## src/rtl/uart_port.sv

```systemverilog
// uart_port: bus-mapped 8N1 UART with 16x oversampling and a level interrupt.
// Define UART_RX_FIFO_EN to replace the single RX holding register with a 4-entry FIFO.
module uart_port #(
  parameter logic [7:0] DEFAULT_BAUD = 8'd2
) (
  input  logic       clk,
  input  logic       rst,
  input  logic       en,
  input  logic [1:0] rs,
  input  logic       wren,
  input  logic       rden,
  input  logic [7:0] data_in,
  output logic [7:0] data_out,
  output logic       txd,
  input  logic       rxd,
  output logic       irq
);

  typedef enum logic [1:0] {TX_IDLE, TX_START, TX_DATA, TX_STOP} txState_t;
  typedef enum logic [1:0] {RX_IDLE, RX_START, RX_DATA, RX_STOP} rxState_t;

  logic [3:0] r_ctrl;
  logic [7:0] r_baud, r_baudActive, r_tickCnt;
  logic       r_wrPrev, r_rdPrev;
  logic [1:0] r_rdSel;
  logic [7:0] r_hold;
  logic       r_holdFull, r_overrun, r_frameErr;
  logic       r_rxSync1, r_rxSync2, r_rxPrev;

  txState_t   r_txState, w_txStateNext;
  logic [3:0] r_txTick, w_txTickNext;
  logic [2:0] r_txBit, w_txBitNext;
  logic [7:0] r_txShift, w_txShiftNext;
  logic       w_txLoad;

  rxState_t   r_rxState, w_rxStateNext;
  logic [3:0] r_rxTick, w_rxTickNext;
  logic [2:0] r_rxBit, w_rxBitNext;
  logic [7:0] r_rxShift, w_rxShiftNext;
  logic       w_rxStore, w_rxFrameErr, w_rxOverrun;

  logic       w_tick, w_wrStrobe, w_rdFall, w_pop, w_rxFall;
  logic       w_rxValid, w_txBusy;
  logic [7:0] w_rxData;

  assign w_tick     = (r_tickCnt == r_baudActive);
  assign w_wrStrobe = en & wren & ~r_wrPrev;
  assign w_rdFall   = r_rdPrev & ~(en & rden);
  assign w_pop      = w_rdFall & (r_rdSel == 2'd0) & w_rxValid;
  assign w_rxFall   = r_rxPrev & ~r_rxSync2;
  assign w_txBusy   = (r_txState != TX_IDLE);

  // The divisor is latched at each reload so a BAUD write never truncates the running tick period.
  always_ff @(posedge clk or negedge rst) begin
    if (!rst) begin
      r_tickCnt    <= 8'd0;
      r_baudActive <= DEFAULT_BAUD;
    end else if (w_tick) begin
      r_tickCnt    <= 8'd0;
      r_baudActive <= r_baud;
    end else begin
      r_tickCnt    <= r_tickCnt + 8'd1;
    end
  end

  always_ff @(posedge clk or negedge rst) begin
    if (!rst) begin
      r_wrPrev   <= 1'b0;
      r_rdPrev   <= 1'b0;
      r_rdSel    <= 2'd0;
      r_ctrl     <= 4'h0;
      r_baud     <= DEFAULT_BAUD;
      r_hold     <= 8'h00;
      r_holdFull <= 1'b0;
      r_overrun  <= 1'b0;
      r_frameErr <= 1'b0;
      r_rxSync1  <= 1'b1;
      r_rxSync2  <= 1'b1;
      r_rxPrev   <= 1'b1;
    end else begin
      r_wrPrev  <= en & wren;
      r_rdPrev  <= en & rden;
      r_rxSync1 <= rxd;
      r_rxSync2 <= r_rxSync1;
      r_rxPrev  <= r_rxSync2;
      if (en & rden)
        r_rdSel <= rs;
      if (w_txLoad)
        r_holdFull <= 1'b0;
      if (w_wrStrobe) begin
        case (rs)
          2'd0: if (!r_holdFull) begin
            r_hold     <= data_in;
            r_holdFull <= 1'b1;
          end
          2'd1: begin
            if (data_in[3]) r_overrun  <= 1'b0;
            if (data_in[4]) r_frameErr <= 1'b0;
          end
          2'd2: r_ctrl <= data_in[3:0];
          default: r_baud <= data_in;
        endcase
      end
      if (w_rxOverrun)  r_overrun  <= 1'b1;
      if (w_rxFrameErr) r_frameErr <= 1'b1;
    end
  end

  always_ff @(posedge clk or negedge rst) begin
    if (!rst) begin
      r_txState <= TX_IDLE;
      r_txTick  <= 4'd0;
      r_txBit   <= 3'd0;
      r_txShift <= 8'h00;
      r_rxState <= RX_IDLE;
      r_rxTick  <= 4'd0;
      r_rxBit   <= 3'd0;
      r_rxShift <= 8'h00;
    end else begin
      r_txState <= w_txStateNext;
      r_txTick  <= w_txTickNext;
      r_txBit   <= w_txBitNext;
      r_txShift <= w_txShiftNext;
      r_rxState <= w_rxStateNext;
      r_rxTick  <= w_rxTickNext;
      r_rxBit   <= w_rxBitNext;
      r_rxShift <= w_rxShiftNext;
    end
  end

  // Every TX state spans 16 ticks; a cleared tx_en only blocks the next load.
  always_comb begin
    w_txStateNext = r_txState;
    w_txTickNext  = r_txTick;
    w_txBitNext   = r_txBit;
    w_txShiftNext = r_txShift;
    w_txLoad      = 1'b0;
    if (w_tick) begin
      case (r_txState)
        TX_IDLE: if (r_ctrl[0] && r_holdFull) begin
          w_txLoad      = 1'b1;
          w_txShiftNext = r_hold;
          w_txTickNext  = 4'd0;
          w_txBitNext   = 3'd0;
          w_txStateNext = TX_START;
        end
        TX_START: begin
          w_txTickNext = r_txTick + 4'd1;
          if (r_txTick == 4'd15) w_txStateNext = TX_DATA;
        end
        TX_DATA: begin
          w_txTickNext = r_txTick + 4'd1;
          if (r_txTick == 4'd15) begin
            w_txShiftNext = {1'b0, r_txShift[7:1]};
            w_txBitNext   = r_txBit + 3'd1;
            if (r_txBit == 3'd7) w_txStateNext = TX_STOP;
          end
        end
        default: begin
          w_txTickNext = r_txTick + 4'd1;
          if (r_txTick == 4'd15) w_txStateNext = TX_IDLE;
        end
      endcase
    end
  end

  assign txd = (r_txState == TX_START) ? 1'b0 :
               (r_txState == TX_DATA)  ? r_txShift[0] : 1'b1;

  // Start bit is confirmed at its midpoint, then each later bit is sampled one bit time apart.
  always_comb begin
    w_rxStateNext = r_rxState;
    w_rxTickNext  = r_rxTick;
    w_rxBitNext   = r_rxBit;
    w_rxShiftNext = r_rxShift;
    w_rxStore     = 1'b0;
    w_rxFrameErr  = 1'b0;
    if (!r_ctrl[1]) begin
      w_rxStateNext = RX_IDLE;
      w_rxTickNext  = 4'd0;
      w_rxBitNext   = 3'd0;
    end else begin
      case (r_rxState)
        RX_IDLE: if (w_rxFall) begin
          w_rxStateNext = RX_START;
          w_rxTickNext  = 4'd0;
        end
        RX_START: if (w_tick) begin
          w_rxTickNext = r_rxTick + 4'd1;
          if (r_rxTick == 4'd7) begin
            w_rxTickNext = 4'd0;
            w_rxBitNext  = 3'd0;
            w_rxStateNext = r_rxSync2 ? RX_IDLE : RX_DATA;
          end
        end
        RX_DATA: if (w_tick) begin
          w_rxTickNext = r_rxTick + 4'd1;
          if (r_rxTick == 4'd15) begin
            w_rxShiftNext = {r_rxSync2, r_rxShift[7:1]};
            w_rxBitNext   = r_rxBit + 3'd1;
            if (r_rxBit == 3'd7) w_rxStateNext = RX_STOP;
          end
        end
        default: if (w_tick) begin
          w_rxTickNext = r_rxTick + 4'd1;
          if (r_rxTick == 4'd15) begin
            w_rxStore     = r_rxSync2;
            w_rxFrameErr  = ~r_rxSync2;
            w_rxStateNext = RX_IDLE;
          end
        end
      endcase
    end
  end

`ifdef UART_RX_FIFO_EN
  logic [7:0] r_fifo [4];
  logic [1:0] r_wPtr, r_rPtr;
  logic [2:0] r_count;
  logic       w_push;

  assign w_rxOverrun = w_rxStore & (r_count == 3'd4) & ~w_pop;
  assign w_push      = w_rxStore & ~w_rxOverrun;
  assign w_rxValid   = (r_count != 3'd0);
  assign w_rxData    = r_fifo[r_rPtr];

  always_ff @(posedge clk) begin
    if (w_push) r_fifo[r_wPtr] <= r_rxShift;
  end

  always_ff @(posedge clk or negedge rst) begin
    if (!rst) begin
      r_wPtr  <= 2'd0;
      r_rPtr  <= 2'd0;
      r_count <= 3'd0;
    end else begin
      if (w_push) r_wPtr <= r_wPtr + 2'd1;
      if (w_pop)  r_rPtr <= r_rPtr + 2'd1;
      if (w_push && !w_pop)      r_count <= r_count + 3'd1;
      else if (w_pop && !w_push) r_count <= r_count - 3'd1;
    end
  end
`else
  logic [7:0] r_rxData;
  logic       r_rxValid;

  // A pop in the same cycle as a store frees the register first, so no overrun is flagged.
  assign w_rxOverrun = w_rxStore & r_rxValid & ~w_pop;
  assign w_rxValid   = r_rxValid;
  assign w_rxData    = r_rxData;

  always_ff @(posedge clk or negedge rst) begin
    if (!rst) begin
      r_rxData  <= 8'h00;
      r_rxValid <= 1'b0;
    end else begin
      if (w_pop) r_rxValid <= 1'b0;
      if (w_rxStore && !w_rxOverrun) begin
        r_rxData  <= r_rxShift;
        r_rxValid <= 1'b1;
      end
    end
  end
`endif

  always_comb begin
    data_out = 8'h00;
    case (rs)
      2'd0:    data_out = w_rxData;
      2'd1:    data_out = {3'b000, r_frameErr, r_overrun, r_holdFull, w_txBusy, w_rxValid};
      2'd2:    data_out = {4'h0, r_ctrl};
      default: data_out = r_baud;
    endcase
  end

  assign irq = (r_ctrl[2] & w_rxValid) | (r_ctrl[3] & ~r_holdFull);

endmodule
```

## config.mk

```make
export PLATFORM = sky130hd
export DESIGN_NAME = uart_port
export DESIGN_NICKNAME = d
export VERILOG_FILES = /design/src/rtl/uart_port.sv
export SDC_FILE = /design/constraint.sdc
export NUM_CORES = 1
export LEC_CHECK = 0
export BUFFER_PORTS_ARGS = -buffer_cell sky130_fd_sc_hd__buf_2
export CORE_AREA = 2 2 105 77
export DETAILED_ROUTE_END_ITERATION = 12
export DIE_AREA = 0 0 107 79
export HOLD_SLACK_MARGIN = 0.05
export PLACE_DENSITY = 0.81
export SYNTH_ARGS = -nofsm -noshare
export SYNTH_HDL_FRONTEND = slang
export SYNTH_SLANG_ARGS = --single-unit
```

## constraint.sdc

```tcl
create_clock -name clk -period 4.47 [get_ports clk]
set_input_delay 0.447 -clock clk [delete_from_list [all_inputs] [get_ports clk]]
set_output_delay 0.447 -clock clk [all_outputs]
set_load 0.02 [all_outputs]
```

==> After elaboration in Yosys (flattened, before gate mapping) <==
Cells that the tools add are included.
Widths: inputs -> output; s select.
{ "totals": {"word_cells": 169, "output_inout_bits": 10, "input_bits": 16, "regBits": 89} }
{ "classes": {"reduce_logical": 31, "eq_ne": 25, "bitwise_logic": 18, "add_sub_neg": 5, "n_mux": 66} }
{ "ops": {"columns": ["operator", "count"], "rows": [
  ["$mux 2", 15],
  ["$mux 4", 7],
  ["$mux 1", 27],
  ["$mux 8", 3],
  ["$pmux 8 s3", 1],
  ["$mux 3", 7],
  ["$reduce_bool 2->1", 10],
  ["$ne 3x3->1 const B", 6],
  ["$pmux 8 s2", 1],
  ["$pmux 2 s3", 2],
  ["$pmux 3 s2", 2],
  ["$reduce_and 3->1", 4],
  ["$and 1x1->1", 11],
  ["$add 4x1->4 const B", 2],
  ["$add 8x1->8 const B", 1],
  ["$eq 4x4->1 const B", 2],
  ["$eq 8x8->1", 1],
  ["$logic_not 2->1", 4],
  ["$ne 2x2->1 const B", 4],
  ["$pmux 4 s2", 1],
  ["$reduce_and 4->1", 2],
  ["$reduce_and 8->1", 1],
  ["$add 3x1->3 const B", 2],
  ["$eq 2x1->1 const B", 3],
  ["13 further kinds", 26]
]} }

==> Depth between registers and ports, before layout <==
{ "depth": {"depth_word": 10, "depth_mapped": 9, "mapped_depth_nobuf": 7} }

==> Worst setup path after synthesis <==
No wires, ideal clock.
{ "synth_timing": {"kind": "register to register", "startpoint": "reg r_txState[0]", "endpoint": "reg r_txBit[0]", "arrival_time_ps": 1892, "required_ps": 4345, "path_slack_ps": 2454, "period_less_slack_ps": 2016, "stages_incl_launch_ff": 9, "n_path_buf": 1, "setup_time_ps": 125, "cell_sequence": "dfrtp_1 > inv_1 > ha_1 > clkbuf_1 > a21bo_2 > a21boi_0 > nand3_1 > or2_1 > mux2_2"} }
{ "synth_via": {"elab_chain_cells": 3, "elab_cells_between_ends": 7, "classes_between": "eq/ne (3); mux (1); reduce/logical (3)"} }
{ "synth_lines": {"columns": ["element", "line_no", "text"], "rows": [
  ["start: declaration", "30", "txState_t r_txState, w_txStateNext;"],
  ["start signal: assignment", "120", "r_txState <= w_txStateNext;"],
  ["$eq 2x2->1 / $logic_not 2->1 (equally long branches)", "139", "case (r_txState)"],
  ["$ne 2x2->1 (no source line) / $reduce_bool 2->1 (equally long branches)", null, null],
  ["$reduce_and 4->1 (no source line)", null, null],
  ["end signal: assignment", "122", "r_txBit <= w_txBitNext;"],
  ["end: declaration", "32", "logic [2:0] r_txBit, w_txBitNext;"]
]} }
Several ways; a longest one is shown, not always the timed one.
A chain may end at the register's enable or synchronous reset.

==> Worst setup path after layout <==
Ends and elaborated chain as after synthesis.

==> results.md <==
Worst setup path:
- The end point of the critical path is r_txBit[0].
- For the worst flop-to-flop path, the logic depth is 7.
- The depth of the critical timing path with buffers and inverters included is 7.
- The standard cell with the maximum stage delay on the critical path is sky130_fd_sc_hd__nand3_1.
- The cell family contributing the most delay on the critical path is simple AND/OR/NAND/NOR gates.
- The type of element launching the critical path is a register.
- The critical path start-end classification is reg -> reg.
- The endpoint identified for the worst register-to-register timing path is r_txBit[0].
- The combined buffer and inverter count along the critical path is 1.
- STA puts the critical path data required time at about 4.7 ns.
- The biggest fanout along the worst timing path is 15.
- The worst-case register-to-register setup slack is about 1.9 ns.
- Traced cell by cell, the critical path runs through inv_1, ha_1, a21bo_2, a21boi_0, nand3_1, or2_1, mux2_2.
- The critical path starts at r_txState[0].
- Data arrives at the worst endpoint at 2.88 ns.
- The launch point of the worst reg-to-reg path is r_txState[0].
- The largest single stage delay on the critical path is roughly 0.47 ns.
- STA classifies the critical path endpoint as a register.

CTS:
- The number of buffers created by CTS is 9.
- The clock passes through at most 2 buffers.
- CTS saw 89 sinks.
- In this run, post-CTS repair resized a total of 0 instances.
- Post-CTS timing repair inserted 0 buffers for setup.
- The tree is rooted in a sky130_fd_sc_hd__clkbuf_8.
- The hold buffer count at CTS is 0.
- The maximum level of the CTS H-tree is 3.
- TritonCTS built the clock tree.
- The clock latency reported for the late side of the worst-skew pair is 0.36 ns.
- Clock-pin slew was measured on the worst setup and hold paths at 0.09 ns.

Detailed routing:
- The wire length on met1 is around 4.2 mm.
- The detailed route wirelength on metal2 is 3.805 mm.
- The wire length on met3 is 547 microns.
- For this block, the via count after detailed routing is about 3000.
- Dividing the detail-routed wire length by the instance count gives between 15 and 20 microns.
- The first-pass iteration count of the detailed router is 4.
- The count of routing violations after the opening detailed-route iteration is 187.
- The DRC violations left is 0.
- Once detail routing completed, the nets flagged for antenna violations numbered 0.
- The final routed wirelength across all metal layers is 8.611 mm.
- The highest metal layer used by the detailed router is met4.
- The average vias per placed instance is ~5.8.

Synth:
- The unique cell type count in the Yosys netlist is 54.
- Summing the areas of all compound-gate instances in the mapped netlist gives around 9% of the synthesized area.
- The synthesized design spends more area on one cell type than any other, namely sky130_fd_sc_hd__dfrtp_1.
- The dominant combinational cell family by area after synthesis is multiplexers.
- Synthesis produced a netlist with a net count of between 400 and 500.
- The top flip-flop cell by instance count after synthesis is sky130_fd_sc_hd__dfrtp_1.
- During synthesis, Yosys emitted a total of 0 warnings.
- The mean post-synth cell area is between 10 and 15 sq um.
- The synthesized-area fraction occupied by xor and xnor cells is between 3 and 4%.
- The total of flip-flops plus latches after synthesis is 89.
- By area the synthesized netlist is led by sky130_fd_sc_hd__dfrtp_1, sky130_fd_sc_hd__mux2_2, sky130_fd_sc_hd__nand2_1.
- Of the total synthesized cell area, the portion taken by AND, OR, NAND and NOR gates is 14.92%.
- The area share of fa/ha/maj cells after synthesis is under 10%.
- The top cell type's share of synthesized area is roughly half.
- The area of the mapped netlist is about 4400 sq um.
- The proportion of synthesized area in mux cells is 15.24%.
- The synthesized design contains 0 enable-type register cells.
- After synthesis, flip-flops and latches occupy roughly half of the total area.
- The cell count after synthesis is around 380.
- For this run, asynchronously set or reset flops after synthesis account for between 90% and 100%.

Power:
- After layout, the design draws a total of 2466 uW.
- In this run the power density over the cells is roughly 520 nW/um^2.
- VDD sags by at most 0.2834 mV.
- The analysis attributes to cell leakage a power of between 0.002 and 0.0025 uW.

Final layout:
- The library cells used most frequently in the layout, excluding fill and tap cells, are sky130_fd_sc_hd__dfrtp_1, sky130_fd_sc_hd__nand2_1, sky130_fd_sc_hd__mux2_2, sky130_fd_sc_hd__buf_2, sky130_fd_sc_hd__nor2_1.
- From synthesis to final layout, the design area changed by 8.264%.
- 0 antenna diodes ended up in the layout.
- After the last flow step, the layout net total stands at between 400 and 500.
- With fillers left out, the area of the finished cells amounts to roughly 4700 sq um.
- The most common library cell in the layout ignoring fill and taps is sky130_fd_sc_hd__dfrtp_1.
- The layout cell share with drive strength beyond 1 is approximately a quarter.

Placement:
- The placed cell area is between 4000 and 5000 sq um.
- At the end of routability-driven placement, the weighted congestion stood at between 0.8 and 0.9.
- The count of buffers inserted at the top-level ports is 25.
- The post-detailed-placement half-perimeter wirelength is slightly above 6 mm.
- Timing analysis after detailed placement gives a worst setup slack of 1.899 ns.

GRT:
- The global-route wire length before repair is between 15 and 20 mm.
- The via count of the first global-routing pass is ~3000.
- The total routing usage reported by global routing is a little under a quarter.
- Entering global routing, the biggest net connects 90 pins.
- The remaining global-route overflow is 0.
- The number of antenna violations at the first check in global routing was 0.

Floorplanning:
- The height of the chip is between 70 and 80 microns.
- The standard cell core area is 7533 sq um.
- The I/O pin count is 26.
- For this configuration, the core starts out at a cell density of between 50 and 60%.
- The number of placement rows is 27.
- The horizontal die dimension is roughly 110 microns.
- The die covers 8453 sq um.

Timing:
- The final worst setup slack is 1.852 ns.
- The final critical path takes up 58.57% of the cycle.
- The worst-case headroom to the max-slew limit is between 20 and 30%.
- Between clock sinks in the finished design, the worst skew comes to 0.009099 ns.
- The setup TNS after final layout is 0 ns.
- The final number of max-transition violations is 0.
- The number of failing hold endpoints at the final stage is 0.
- The post-layout minimum cycle time is ~2.6 ns.
- Derived from the worst setup path, the maximum achievable clock frequency is 0.3820 GHz.
- The actual transition at the worst max-transition pin is 1.088 ns.
- Setup repair after global routing left no endpoint under its margin.
- The count of final setup violators is 0.

Hold path:
- The worst hold path belongs to the class in -> reg.
- The worst hold path begins at rxd.

Outcome:
- The flow ran to the end, and the final reports show no timing, DRC or antenna violations.

Flow run:
- The max capacitance violation total is 0.
where the power goes:
part / total, uW / internal (uW) / leakage (uW) / switching (uW)
combinational: 790 / 341 / 0.00103 / 449
clock: 511 / 210 / 0.0000892 / 301
sequential: 1170 / 991 / 0.00113 / 174
how the worst min path moves through the flow:
stage	to	slack [ns]	depth (start not counted)
finish	r_rxSync1	0.17	1
global placement	r_rxSync2	0.35	0
CTS	r_rxSync1	0.16	1
floorplan	r_baudActive[0]	0.15	0
detailed placement	r_rxSync2	0.35	0
global route	r_rxSync1	0.16	1
layer usage:
layer	vias up	track usage, %
li1	1391	-
met1	1490	33.70
met2	88	34.33
met3	8	7.307
met4	0	4.545
met5	-	0
logic make-up (layout without fill, tap and decap cells):
logic type,after synthesis,count (layout)
buf+inv,31,60
flops,89,89
fa+ha+maj,11,11
simple gates,131,131
compound gates,53,53
xor+xnor,15,15
mux,53,53
sequential cells by signal (all words and copies together) (netlist names), 3 cells and up:
signal / flops
r_txTick: 4
r_baud: 8
r_baudActive: 8
r_rxShift: 8
r_txBit: 3
r_rxBit: 3
r_hold: 8
r_ctrl: 4
r_tickCnt: 8
r_rxData: 8
r_rxTick: 4
r_txShift: 8
worst reg2reg max path: stages, from the launching register on:
cell                       delay, ns
sky130_fd_sc_hd__dfrtp_1        0.41
sky130_fd_sc_hd__inv_1          0.09
sky130_fd_sc_hd__ha_1           0.31
sky130_fd_sc_hd__a21bo_2        0.24
sky130_fd_sc_hd__a21boi_0       0.26
sky130_fd_sc_hd__nand3_1        0.47
sky130_fd_sc_hd__or2_1          0.45
sky130_fd_sc_hd__mux2_2         0.29
layout make-up:
type / instances / area (sq um)
clock buffers: 10 / 127.6
clock inverters: 6 / 50.05
fillers: 609 / 2813
inverters: 17 / 63.81
multi-input cells: 263 / 1977
flip-flops and latches: 89 / 2233
well taps: 101 / 126.4
repair buffers: 27 / 142.6
cells in the mapped netlist (all sizes together) (2+ instances only):
cell     number
nand3        15
clkbuf        5
a2111oi       2
nor2b         2
mux4          4
a31oi         2
a21oi         8
nor3          3
mux2i         6
dfrtp        84
mux2         43
xor2         14
or2           3
nor2         23
nor4          2
dfstp         5
inv          17
nand2        60
ha           11
o2bb2a        5
o31ai         4
buf           9
and3          5
a22o          8
o2bb2ai       2
a221oi        2
nand4         4
o21ai        10
and2          8
through the flow:
stage                     std cells  hold slack (ns)  utilization (%)
after floorplan                 383           0.1514                -
after global placement          497           0.3467            60.31
after detailed placement        497           0.3468            60.31
after CTS                       513           0.1620            62.66
after global routing            513           0.1552            62.66
final                           513           0.1729            62.66
Power figures use the tool's default switching activity.
